**config.mk**
```make
export PLATFORM = sky130hd
export DESIGN_NAME = imm_encode
export DESIGN_NICKNAME = d
export VERILOG_FILES = /design/src/rtl/imm_encode.sv
export SDC_FILE = /design/constraint.sdc
export NUM_CORES = 1
export LEC_CHECK = 0
export ABC_AREA = 0
export CAP_MARGIN = 10
export CORE_UTILIZATION = 48
export DETAILED_ROUTE_END_ITERATION = 8
export GPL_TIMING_DRIVEN = 0
export PLACE_DENSITY_LB_ADDON = 0.1
export SETUP_SLACK_MARGIN = 0.4
export SLEW_MARGIN = 30
export SYNTH_ARGS = -nofsm -noshare
export SYNTH_HDL_FRONTEND = slang
export SYNTH_SLANG_ARGS = --single-unit
```
**constraint.sdc**
```tcl
create_clock -name clk -period 3.7 [get_ports clk]
set_input_delay 0.74 -clock clk [delete_from_list [all_inputs] [get_ports clk]]
set_output_delay 0.74 -clock clk [all_outputs]
set_load 0.03 [all_outputs]
```
**src/rtl/imm_encode.sv**
```systemverilog
// Streaming RISC-V immediate encoder: the inverse of the datapath immediate
// extender. Places a signed immediate into the I/S/B/J field positions of a
// base instruction word, range-checks it and flags B/J misalignment.
// Two-stage valid/ready pipeline with saturating item and error counters.
module imm_encode #(
  parameter bit ERR_DROP = 1'b0,
  parameter int CNT_W    = 16
) (
  input  logic             clk,
  input  logic             reset,
  input  logic             in_valid,
  output logic             in_ready,
  input  logic [1:0]       immsrc,
  input  logic [31:0]      imm,
  input  logic [31:0]      base,
  output logic             out_valid,
  input  logic             out_ready,
  output logic [31:0]      instr,
  output logic [1:0]       err,
  output logic             err_sticky,
  output logic [CNT_W-1:0] enc_count,
  output logic [CNT_W-1:0] err_count
);

  // Same coding as the immediate extender.
  typedef enum logic [1:0] {
    SRC_I = 2'b00,
    SRC_S = 2'b01,
    SRC_B = 2'b10,
    SRC_J = 2'b11
  } immsrc_e;

  // Stage 1: captured request.
  logic        s1_valid_q;
  immsrc_e     s1_src_q;
  logic [31:0] s1_imm_q;
  logic [31:0] s1_base_q;

  // Stage 2: encoded result.
  logic        s2_valid_q;
  logic [31:0] s2_instr_q;
  logic [1:0]  s2_err_q;

  logic             err_sticky_q;
  logic [CNT_W-1:0] enc_count_q;
  logic [CNT_W-1:0] err_count_q;

  // Stage-1 combinational results.
  logic        range_ok;
  logic        aligned;
  logic [1:0]  s1_flags;
  logic [31:0] s1_enc;

  // Handshake / movement.
  logic s2_free;
  logic s1_err;
  logic s1_drop;
  logic s1_leave;
  logic s2_load;
  logic in_accept;
  logic out_accept;

  // Range/alignment check and field insertion for the item held in stage 1.
  // NOTE: every output of this block gets a default first so no path leaves
  // it unassigned; that is what keeps combinational logic from becoming a latch.
  always_comb begin
    range_ok = 1'b1;
    aligned  = 1'b1;
    s1_enc   = s1_base_q;
    unique case (s1_src_q)
      SRC_I: begin
        range_ok      = (&s1_imm_q[31:11]) | ~(|s1_imm_q[31:11]);
        s1_enc[31:20] = s1_imm_q[11:0];
      end
      SRC_S: begin
        range_ok      = (&s1_imm_q[31:11]) | ~(|s1_imm_q[31:11]);
        s1_enc[31:25] = s1_imm_q[11:5];
        s1_enc[11:7]  = s1_imm_q[4:0];
      end
      SRC_B: begin
        range_ok      = (&s1_imm_q[31:12]) | ~(|s1_imm_q[31:12]);
        aligned       = ~s1_imm_q[0];
        s1_enc[31]    = s1_imm_q[12];
        s1_enc[30:25] = s1_imm_q[10:5];
        s1_enc[11:8]  = s1_imm_q[4:1];
        s1_enc[7]     = s1_imm_q[11];
      end
      SRC_J: begin
        range_ok      = (&s1_imm_q[31:20]) | ~(|s1_imm_q[31:20]);
        aligned       = ~s1_imm_q[0];
        s1_enc[31]    = s1_imm_q[20];
        s1_enc[30:21] = s1_imm_q[10:1];
        s1_enc[20]    = s1_imm_q[11];
        s1_enc[19:12] = s1_imm_q[19:12];
      end
    endcase
    s1_flags = {~aligned, ~range_ok};
  end

  // A stage frees when empty or when its contents move on this cycle; a
  // dropped item leaves stage 1 without needing room in stage 2.
  assign s2_free    = !s2_valid_q || out_ready;
  assign s1_err     = |s1_flags;
  assign s1_drop    = ERR_DROP && s1_err;
  assign s1_leave   = s1_valid_q && (s1_drop || s2_free);
  assign s2_load    = s1_valid_q && !s1_drop && s2_free;
  assign in_ready   = !s1_valid_q || !s2_valid_q || out_ready;
  assign in_accept  = in_valid && in_ready;
  assign out_accept = s2_valid_q && out_ready;

  // Stage 1 register: capture a new request or empty out when it moves on.
  // NOTE: only the valid bit is reset; the payload is qualified by it, so
  // resetting the data registers would only add reset fan-out.
  always_ff @(posedge clk) begin
    if (!reset) begin
      s1_valid_q <= 1'b0;
    end else if (in_accept) begin
      s1_valid_q <= 1'b1;
      s1_src_q   <= immsrc_e'(immsrc);
      s1_imm_q   <= imm;
      s1_base_q  <= base;
    end else if (s1_leave) begin
      s1_valid_q <= 1'b0;
    end
  end

  // Stage 2 register: hold the encoded word stable until downstream takes it.
  // NOTE: state is updated with non-blocking assignments so every register
  // samples pre-edge values regardless of statement order.
  always_ff @(posedge clk) begin
    if (!reset) begin
      s2_valid_q <= 1'b0;
      s2_instr_q <= '0;
      s2_err_q   <= '0;
    end else if (s2_load) begin
      s2_valid_q <= 1'b1;
      s2_instr_q <= s1_enc;
      s2_err_q   <= s1_flags;
    end else if (out_ready) begin
      s2_valid_q <= 1'b0;
    end
  end

  // Sticky error flag and saturating counters.
  always_ff @(posedge clk) begin
    if (!reset) begin
      err_sticky_q <= 1'b0;
      enc_count_q  <= '0;
      err_count_q  <= '0;
    end else begin
      if (s1_leave && s1_err) begin
        err_sticky_q <= 1'b1;
        if (!(&err_count_q)) err_count_q <= err_count_q + 1'b1;
      end
      if (out_accept && !(&enc_count_q)) enc_count_q <= enc_count_q + 1'b1;
    end
  end

  assign out_valid  = s2_valid_q;
  assign instr      = s2_instr_q;
  assign err        = s2_err_q;
  assign err_sticky = err_sticky_q;
  assign enc_count  = enc_count_q;
  assign err_count  = err_count_q;

endmodule

```
==> results.cfg <==
[logic_synthesis]
yosysSeqAreaShare = 0.610
avgSynthCellArea_um2 = 11.0
syn_area_um2 = 5170
synthCells = 472
yosysUniqueCellTypes = 48
ys_seq_elements = 128
synthArstFlopShare = 0
yosys_warnings = 0
syn_nets = 548
synth_edf_count = 59
ys.flop_type = dfxtp_1

[setup_path]
critPathLaunch = out_ready
rr_startpoint = s1_src_q[0]
reg2reg_setup_slack_ns = 1.23
r2r-end = err_count[7]
crit_type = input pin to output port
required_ns = 2.96
worstPathMaxFanout = 5
worstSetupEndpointType = output port
r2r_cells = 7
worstPathArrival_ns = 2.14
startpoint_type = input pin

[run]
cap_violations = 0

[sta]
worstMarginPinSlew_ns = 0.681
fin_skew_ns = 0.00573
setup_violations = 0
relSlewSlack = 0.534
fin_crit_sh = 0.779
rsz0062_at_grt = no
fin_crit_ns = 2.88
fmax_mhz = 347
drv_slew = 0
hold_viol_final = 0
worst_slack_ns = 0.819

[run_status]
run_status = finished clean

[finish]
nNetsFinal = 699
final_layout_size_suffix_gt1_frac = 0.0723
diodes = 0
syn_to_final_growth_pct = 40.8
final_util = 0.702
fillers = 782

[clocking]
clock-sinks = 128
cts_buffer_depth = 2
cts_buffers = 17
htree_levels = 4
ctsHoldBuffers = 0
clk_pin_slew_worst_paths_ns = 0.05
cts_setup_buffers = 0
cts_resized = 0
cts_root_buffer = clkbuf_8
cts_tree = done
clk_latency_ns = 0.50

[routing]
routed_wl_mm = 12.5
drt_iter0_drc = 231
routed_via_density = 5.38
wire_per_inst_um = 16.2
detail-route-antenna-nets = 0
drc = 0
route.vias.total = 4155
firstDrtPassIters = 5

[placement]
port_buffers = 131
place_ws_ns = 0.620
hpwl_mm = 8.98
gp_congestion = 0.893

[floorplanning]
fp.dieArea_um2 = 11200
core_um2 = 10400
ios = 139
row_count = 37
die_x_um = 106
initial_core_util = 0.498
die_h_um = 106

[pwr]
max-vdd-ir-drop_uv = 455
p_clk_frac = 0.472
power.switching_w = 0.000770
pwr-share-comb = 0.087
switching_share = 0.216
internal_power_w = 0.00279
power.density_nw_per_um2 = 489
p_leak_nw = 2.48
pwr-share-seq = 0.441

[worst_hold_path]
holdPathStages = 2
hold_class = register to register
min_to = instr[28]
hp-start = instr[28]

[global_routing]
grt_max_degree = 44
grt_remaining_overflow = 0
grt_util_all_layers = 0.228
grt_pass1_vias = 4003
grt_first_pass_wirelength_mm = 19.6
antenna_found_initial = 0
-- worst max-delay path, cell delays in order --
cell             delay [ns]
clkdlybuf4s50_1        0.53
nor2b_4                0.07
nand2_1                0.09
clkdlybuf4s50_1        0.70
-- how the worst max path moves through the flow --
stage | endpoint
floorplan | s1_base_q[0]
global placement | s1_base_q[18]
detailed placement | err_count[7]
CTS | in_ready
global route | in_ready
finish | in_ready
-- final cells by class --
class | count | area, um2 | area share
flip-flops and latches | 128 | 3150 | 0.433
clock buffers | 21 | 439 | 0.0604
clock inverters | 11 | 163 | 0.0224
inverters | 9 | 33.8 | 0.00464
repair buffers | 132 | 1330 | 0.183
multi-input cells | 313 | 1900 | 0.261
well taps | 136 | 170 | 0.0234
plain buffers | 22 | 87.6 | 0.0120
-- logic make-up after synthesis --
group | Yosys count | synth area share
AO/OA/AOI/OAI | 77 | 0.101
XOR/XNOR | 14 | 0.0237
adder cells (fa/ha/maj) | 6 | 0.0145
buffers and inverters | 31 | 0.0235
flip-flops | 128 | 0.610
multiplexers | 23 | 0.0445
AND/OR/NAND/NOR | 193 | 0.183
-- metrics by stage --
| stage | cells | hold slack, ns | instance area (um2) | power, W | setup TNS, ns |
|---|---|---|---|---|---|
| after floorplan | 472 | 0.471 | 5170 | 0.00175 | 0 |
| after global placement | 739 | 0.443 | 6650 | 0.00190 | -26.67 |
| after detailed placement | 740 | 0.449 | 6680 | 0.00191 | 0 |
| after CTS | 772 | 0.455 | 7280 | 0.00358 | 0 |
| after global routing | 772 | 0.472 | 7280 | 0.00368 | 0 |
| final | 772 | 0.454 | 7280 | 0.00356 | 0 |
-- cell usage after synthesis, drive strengths merged (4+ instances only) --
library cell | number | share of area
and3 | 5 | 0.0070
o211ai | 6 | 0.0087
nand3 | 14 | 0.014
nand2 | 71 | 0.052
ha | 6 | 0.015
buf | 7 | 0.0061
nor2b | 6 | 0.0087
nand2b | 13 | 0.017
inv | 8 | 0.0058
a21oi | 20 | 0.019
nor3 | 10 | 0.011
edfxtp | 59 | 0.34
a211oi | 16 | 0.023
xor2 | 11 | 0.019
dfxtp | 69 | 0.27
mux2i | 23 | 0.045
clkbuf | 15 | 0.011
nand4 | 13 | 0.016
a311oi | 4 | 0.0068
nor2 | 39 | 0.028
o21ai | 12 | 0.012
or2 | 4 | 0.0048
nor4 | 7 | 0.0085
-- power groups by stage --
stage / clock network [W] / registers [W] / logic [W]
finish: 0.00168 / 0.00157 / 0.000308
global route: 0.00177 / 0.00158 / 0.000329
CTS: 0.00170 / 0.00157 / 0.000309
detailed placement: 0 / 0.00160 / 0.000308
global placement: 0 / 0.00160 / 0.000297
floorplan: 0 / 0.00164 / 0.000101
-- layer usage --
layer | vias up | wire [um] | track usage
li1 | 2010 | - | -
met1 | 1966 | 5100 | 0.272
met2 | 154 | 6370 | 0.392
met3 | 25 | 707 | 0.0563
met4 | 0 | 305 | 0.0933
met5 | - | 0 | 0
-- state kept, by name, indices dropped and copies added (netlist names) --
signal / count
enc_count: 16
err: 2
err_count: 16
err_sticky: 1
instr: 32
out_valid: 1
s1_base_q: 25
s1_imm_q: 32
s1_src_q: 2
s1_valid_q: 1
-- cell usage in the layout (no fill, tap or decap), types with 14 or more instances in the layout --
cell,count
a21oi_1,20
clkbuf_16,16
dfxtp_1,69
clkdlybuf4s50_1,131
nand3_1,14
nor2_1,39
a211oi_1,16
mux2i_1,23
clkbuf_1,18
edfxtp_1,59
nand2_1,70
Note: power is estimated with default switching activity, not from simulation.
